`src/rtl/dma_desc_fetch.sv`:
```
// dma_desc_fetch -- scatter-gather descriptor fetcher (AVMM read master).
//
// When RUN rises, the block walks a contiguous descriptor array. Descriptor
// idx lives at csr_first_pointer_i + (idx << DESC_STRIDE_LOG2). Each descriptor
// is read as one BURST_LEN-beat burst. Word3[31] is the hardware-ownership bit.
// Descriptors owned by hardware are presented to the engines on a valid/ready
// port. The walk stops after a descriptor flagged last, at the first descriptor
// not owned by hardware, or when RUN is cleared.
//
// Optional feature: define DMA_DESC_FETCH_TIMEOUT_EN to enable a per-descriptor
// fetch watchdog. The watchdog sets fetch_err_o and ends the walk. Without the
// macro, fetch_err_o is constant 0.
//
// Ports:
//   clk, reset                    clock; synchronous active-high reset
//   csr_control_i[0]              RUN (other bits ignored)
//   csr_first_pointer_i           byte address of descriptor 0
//   fetch_busy_o                  high outside IDLE/DONE
//   fetch_done_o                  one-cycle pulse on entry to DONE
//   fetch_err_o                   sticky watchdog error, cleared on start
//   dma_desc_fetch_*              AVMM read master (rd/addr/burstcount,
//                                 waitrequest, readdata, readdatavalid)
//   desc_valid_o / desc_ready_i   descriptor handshake to the engines
//   desc_rd_addr_o, desc_wr_addr_o, desc_len_o, desc_idx_o, desc_last_o
//                                 descriptor fields, stable while valid
module dma_desc_fetch #(
   parameter int unsigned DESC_STRIDE_LOG2 = 5,
   parameter int unsigned BURST_LEN        = 4,
   parameter int unsigned TIMEOUT_CYCLES   = 1024
) (
   input  logic        clk,
   input  logic        reset,
   input  logic [31:0] csr_control_i,
   input  logic [31:0] csr_first_pointer_i,
   output logic        fetch_busy_o,
   output logic        fetch_done_o,
   output logic        fetch_err_o,
   output logic        dma_desc_fetch_rd_o,
   output logic [31:0] dma_desc_fetch_addr_o,
   output logic [2:0]  dma_desc_fetch_burstcount_o,
   input  logic        dma_desc_fetch_wait_req_i,
   input  logic [31:0] dma_desc_fetch_rdata_i,
   input  logic        dma_desc_fetch_rdata_valid_i,
   output logic        desc_valid_o,
   input  logic        desc_ready_i,
   output logic [31:0] desc_rd_addr_o,
   output logic [31:0] desc_wr_addr_o,
   output logic [15:0] desc_len_o,
   output logic [7:0]  desc_idx_o,
   output logic        desc_last_o
);

   typedef enum logic [2:0] {
      ST_IDLE      = 3'd0,
      ST_ISSUE     = 3'd1,
      ST_WAIT_DATA = 3'd2,
      ST_CHECK     = 3'd3,
      ST_PRESENT   = 3'd4,
      ST_DONE      = 3'd5
   } state_e;

   localparam logic [1:0] LAST_BEAT = 2'(BURST_LEN - 1);

   state_e      state_q, state_d;
   logic [7:0]  idx_q, idx_d;
   logic [1:0]  beat_q, beat_d;
   logic [31:0] word_q [4];
   logic [31:0] word_d [4];
   logic        stop_q, stop_d;
   logic        err_q, err_d;
   logic        done_q;
   logic        run_prev_q;

   logic        run;
   logic        start;
   logic        tmo_hit;

   assign run   = csr_control_i[0];
   assign start = run & ~run_prev_q;

`ifdef DMA_DESC_FETCH_TIMEOUT_EN
   logic [10:0] tmo_q, tmo_d;

   // The counter restarts for every descriptor and saturates once it has
   // fired, so the error cannot re-trigger while the burst drains.
   always_comb begin
      tmo_d = tmo_q;
      if (state_d == ST_ISSUE && state_q != ST_ISSUE) begin
         tmo_d = '0;
      end else if ((state_q == ST_ISSUE || state_q == ST_WAIT_DATA) &&
                   tmo_q != 11'(TIMEOUT_CYCLES)) begin
         tmo_d = tmo_q + 11'd1;
      end
   end

   assign tmo_hit = (state_q == ST_ISSUE || state_q == ST_WAIT_DATA) &&
                    (tmo_q == 11'(TIMEOUT_CYCLES));

   always_ff @(posedge clk) begin
      if (reset) tmo_q <= '0;
      else       tmo_q <= tmo_d;
   end
`else
   logic unused_tmo;
   assign unused_tmo = (TIMEOUT_CYCLES == 0);
   assign tmo_hit    = 1'b0;
`endif

   // Next-state logic. stop_q records that the walk must end once the
   // burst in flight has drained, or once the pending handshake completes.
   always_comb begin
      state_d = state_q;
      idx_d   = idx_q;
      beat_d  = beat_q;
      word_d  = word_q;
      stop_d  = stop_q;
      err_d   = err_q | tmo_hit;

      case (state_q)
         ST_IDLE: begin
            if (start) begin
               idx_d   = '0;
               err_d   = 1'b0;
               state_d = ST_ISSUE;
            end
         end
         ST_ISSUE: begin
            // An accepted command always gets its burst drained, even when
            // the walk is ending in the same cycle.
            if (!dma_desc_fetch_wait_req_i) begin
               beat_d  = '0;
               stop_d  = !run || tmo_hit;
               state_d = ST_WAIT_DATA;
            end else if (!run || tmo_hit) begin
               state_d = ST_DONE;
            end
         end
         ST_WAIT_DATA: begin
            if (!run || tmo_hit) stop_d = 1'b1;
            if (dma_desc_fetch_rdata_valid_i) begin
               word_d[beat_q] = dma_desc_fetch_rdata_i;
               beat_d         = beat_q + 2'd1;
               if (beat_q == LAST_BEAT) begin
                  state_d = (stop_q || !run || tmo_hit) ? ST_DONE : ST_CHECK;
               end
            end
         end
         ST_CHECK: begin
            state_d = (run && word_q[3][31]) ? ST_PRESENT : ST_DONE;
         end
         ST_PRESENT: begin
            if (!run) stop_d = 1'b1;
            if (desc_ready_i) begin
               if (word_q[3][0] || stop_q || !run) begin
                  state_d = ST_DONE;
               end else begin
                  idx_d   = idx_q + 8'd1;
                  state_d = ST_ISSUE;
               end
            end
         end
         ST_DONE: begin
            if (!run) state_d = ST_IDLE;
         end
         default: state_d = ST_IDLE;
      endcase
   end

   always_ff @(posedge clk) begin
      if (reset) begin
         state_q    <= ST_IDLE;
         idx_q      <= '0;
         beat_q     <= '0;
         word_q     <= '{default: '0};
         stop_q     <= 1'b0;
         err_q      <= 1'b0;
         done_q     <= 1'b0;
         run_prev_q <= 1'b0;
      end else begin
         state_q    <= state_d;
         idx_q      <= idx_d;
         beat_q     <= beat_d;
         word_q     <= word_d;
         stop_q     <= stop_d;
         err_q      <= err_d;
         done_q     <= (state_d == ST_DONE) && (state_q != ST_DONE);
         run_prev_q <= run;
      end
   end

   assign fetch_busy_o = (state_q != ST_IDLE) && (state_q != ST_DONE);
   assign fetch_done_o = done_q;
   assign fetch_err_o  = err_q;

   assign dma_desc_fetch_rd_o         = (state_q == ST_ISSUE);
   assign dma_desc_fetch_addr_o       = dma_desc_fetch_rd_o ?
      csr_first_pointer_i + ({24'b0, idx_q} << DESC_STRIDE_LOG2) : '0;
   assign dma_desc_fetch_burstcount_o = 3'(BURST_LEN);

   assign desc_valid_o   = (state_q == ST_PRESENT);
   assign desc_rd_addr_o = word_q[0];
   assign desc_wr_addr_o = word_q[1];
   assign desc_len_o     = word_q[2][15:0];
   assign desc_idx_o     = idx_q;
   assign desc_last_o    = word_q[3][0];

   logic unused_bits;
   assign unused_bits = ^{csr_control_i[31:1], word_q[2][31:16], word_q[3][30:1]};

endmodule

```
`config.mk`:
```
export PLATFORM = sky130hd
export DESIGN_NAME = dma_desc_fetch
export DESIGN_NICKNAME = d
export VERILOG_FILES = /design/src/rtl/dma_desc_fetch.sv
export SDC_FILE = /design/constraint.sdc
export NUM_CORES = 1
export LEC_CHECK = 0
export CAP_MARGIN = 20
export CORE_ASPECT_RATIO = 0.9
export CORE_MARGIN = 2
export CORE_UTILIZATION = 43
export DETAILED_ROUTE_END_ITERATION = 10
export HOLD_SLACK_MARGIN = 0.12
export PLACE_DENSITY = 0.81
export SLEW_MARGIN = 30
export SYNTH_ARGS = -nofsm -noshare
export SYNTH_HDL_FRONTEND = slang
export SYNTH_SLANG_ARGS = --single-unit
```
`constraint.sdc`:
```
create_clock -name clk -period 3.4 [get_ports clk]
set_input_delay 0.85 -clock clk [delete_from_list [all_inputs] [get_ports clk]]
set_output_delay 0.85 -clock clk [all_outputs]
set_load 0.01 [all_outputs]
```
==> key figures <==
Global routing
  • Global Route Usage Sum: between 20% and 30%
  • Remaining global-route overflow: 0
  • First-pass GRT wire length: 26.72 mm
  • Vias in the first global route: roughly 5,200
  • Antenna violations before repair: 0
  • Pin count of the biggest net entering global routing: 38

Layout
  • Area delta synth->final: 46.71%
  • Final #Nets: 999
  • Flip-flop and latch area: 0.001962 mm^2
  • Share of layout cells above drive strength 1: 20.25%
  • Inserted Diodes: 0
  • Filler Cells Inserted: 1,047
  • Multi-input gate area: 0.002957 mm^2
  • Fin util: 63.86%
  • Post-Layout Cell Count: 1,053

Placement
  • PortBufs: 194
  • Detailed-placement wirelength estimate: about 11 mm
  • Placed Cells incl. Taps: 1,012
  • RD Place Congestion: 0.8569
  • Place WS: -0.9037 ns

Clock network
  • CTS buffer count: 9
  • Clock-pin slew on the worst setup and hold paths: 0.07 ns
  • CTS Root Cell: clkbuf_16
  • CTS tree: yes
  • Post-CTS Hold Fix Bufs: 0
  • CTS Sinks: between 90 and 100
  • Clock buffer depth: 2
  • Clock Latency Late Sink: 0.34 ns
  • CTS H-tree depth: 3

Logic synthesis
  • Post-Syn Area: 0.005480 mm^2
  • Mapped Cells: slightly above 700
  • Sequential cell area fraction in the yosys report: between 30% and 40%
  • Top-area cell type share of the netlist area: 35.80%
  • Ys flop type: dfxtp_1
  • Synth Area per Inst: 7.697 um^2
  • FF+latch count, synth: 98
  • Netlist cell types: 60
  • Syn. warnings: 0
  • Top cells by area, synth: dfxtp_1 36%, nand2_1 13%, buf_4 12%
  • Largest area contributor in the netlist: dfxtp_1
  • Async SR Flop Fraction: 0%
  • EDFF count, synth: 0

Timing
  • Final period utilization: 103.3%
  • Worst Tran Pin Value: 0.6702 ns
  • RSZ-0062 raised after global routing: true
  • Hold Violations, Final: 0
  • Clock skew: 0.007778 ns
  • Final min period: between 3 and 4 ns
  • Final setup violation count: 12
  • Headroom to the max-slew limit: 55.21%
  • Max-slew violation count: 0
  • TNS Setup: -0.6467 ns
  • Fmax: 284.7 MHz
  • Final worst slack: -0.1123 ns

Detailed routing
  • Post-Route WL: 17.14 mm
  • WL/cell: 16.28 um
  • Vias/cell: ~5.3
  • Routed wl met3: 1.362 mm
  • Vias: roughly 5,600
  • Wl on met1: 7.006 mm
  • DRC Markers: 0
  • Antenna viol nets, final: 0
  • Met2 routed WL: 8.105 mm
  • Violation count after the first detailed-route iteration: 420
  • Top routing layer in use: met4
  • TritonRoute pass-1 iters: 5

Setup path
  • Critical path arrival: ~2.7 ns
  • CP required: 2.55 ns
  • RR Endpoint: desc_len_o[8]
  • R2R setup slack: 1.43 ns
  • CP Capture Type: primary output
  • CP Launch Type: input pin
  • Crit Path Max Fanout: 7
  • Reg2Reg Depth: 5
  • R2r startpoint: state_q[0]
  • Crit path kind: in -> out

Min path
  • HP Class: reg -> reg
  • Hold Path Origin: desc_wr_addr_o[17]
  • Hold worst-path end: desc_wr_addr_o[17]
  • Hold Path Stages: 2

Status
  • Outcome: finished, violations left
  • Failing checks: setup timing

Job
  • Max Cap Violations: 0

Die
  • Chip width: 123 um
  • I/O Pins: 230
  • Cell row count: 39
  • Height of the die: 111.1 um
  • Core area: 0.01259 mm^2
  • Total die area: around 0.014 mm^2
  • Initial Util: 43.53%

Pwr
  • P per Cell Area: 327.5 mW/mm^2
  • LEAKAGE: approximately 2.9 nW
  • Worst vdd ir: 0.3523 mV
-- placed cells by master, fill, tap and decap left out, drive strengths merged, types with 12 or more instances in the layout --
cell type      count
nand2            187
nor2              21
dfxtp             98
inv               13
buf              118
ha                13
clkdlybuf4s50    159
a21oi            102
o21ai             12
-- synth_stat cells, types with 4 or more instances --
master and instances:
mux2i_1 11, xor2_1 7, a211oi_1 6, a21o_1 5
nor2_1 21, and4_1 5, o31ai_1 5, nor2b_1 4
nand2b_1 11, nand3_1 8, nand4_1 6, clkbuf_1 23
nand2_1 187, buf_4 85, dfxtp_1 98, o211ai_1 5
buf_1 5, ha_1 13, inv_1 9, xnor2_1 4
o21ai_0 9, and2_1 11, a21oi_1 102, buf_2 12
-- how the worst max path moves through the flow --
stage / startpoint / end / slack, ns / cells past startpoint
2_1_floorplan: csr_first_pointer_i[5] / dma_desc_fetch_addr_o[29] / 0.08 / 7
3_5_place_dp: csr_first_pointer_i[5] / dma_desc_fetch_addr_o[23] / -0.90 / 8
3_3_place_gp: csr_first_pointer_i[10] / dma_desc_fetch_addr_o[28] / -0.82 / 7
4_1_cts: csr_first_pointer_i[10] / dma_desc_fetch_addr_o[28] / -0.07 / 8
5_1_grt: csr_first_pointer_i[10] / dma_desc_fetch_addr_o[28] / -0.16 / 8
6_report: csr_first_pointer_i[10] / dma_desc_fetch_addr_o[21] / -0.11 / 9
-- final cells by class --
class,count,area share (%)
Timing Repair Buffer,284,32.09
Sequential cell,98,24.40
Multi-Input combinational cell,481,36.77
Inverter,10,0.4669
Clock inverter,7,0.9181
Tap cell,164,2.552
Clock buffer,9,2.801
-- per-stage QoR --
stage                     area, um^2  hold slack, ns  power [mW]
after global placement          7348          0.4410       1.618
after global routing            8040          0.4703       2.743
after detailed placement        7348          0.4469       1.624
final                           8040          0.4534       2.633
after CTS                       7936          0.4554       2.636
after floorplan                 5488          0.4366       1.391
-- where the power goes --
group          switching (mW)  internal, mW  leakage, nW
sequential            0.00838          1.16        0.790
clock                   0.446         0.576        0.147
combinational           0.221         0.220         2.00
-- cell families after synthesis --
logic type | share of synthesized area (%)
AOI/OAI and AO/OA | 17.99
xor gates and xnor gates | 1.758
adders and majority gates | 3.333
buffers and inverters | 15.55
DFF | 35.80
muxes | 2.215
other | 0.1370
and+or+nand+nor | 23.22
-- flip-flops by register name (all words and copies together), names as in the netlist --
signal          count
beat_q              2
desc_idx_o          8
desc_last_o         1
desc_len_o         16
desc_rd_addr_o     32
desc_wr_addr_o     32
fetch_done_o        1
run_prev_q          1
state_q             3
stop_q              1
word_q              1
-- per-layer routing --
metal / vias to the layer above / global-route usage [%]
li1: 2670 / -
met1: 2630 / 30.13
met2: 231 / 39.85
met3: 58 / 7.613
met4: 0 / 10.00
met5: - / 0
-- critical path: stages --
cell and delay [ns]:
buf_6 0.10, ha_4 0.26, buf_6 0.09, o211ai_1 0.18
o21a_4 0.29, buf_12 0.14, or4b_1 0.46, a21oi_1 0.13
buf_2 0.15
-- timing repair --
action / in CTS / in global routing
gates cloned: 2 / 0
endpoints found under the setup margin: 26 / 22
pin swaps: 26 / 18
setup buffers: 21 / 3
gates resized for setup: 156 / 34
hold endpoints to repair: 0 / 0
Power figures use the tool's default switching activity.
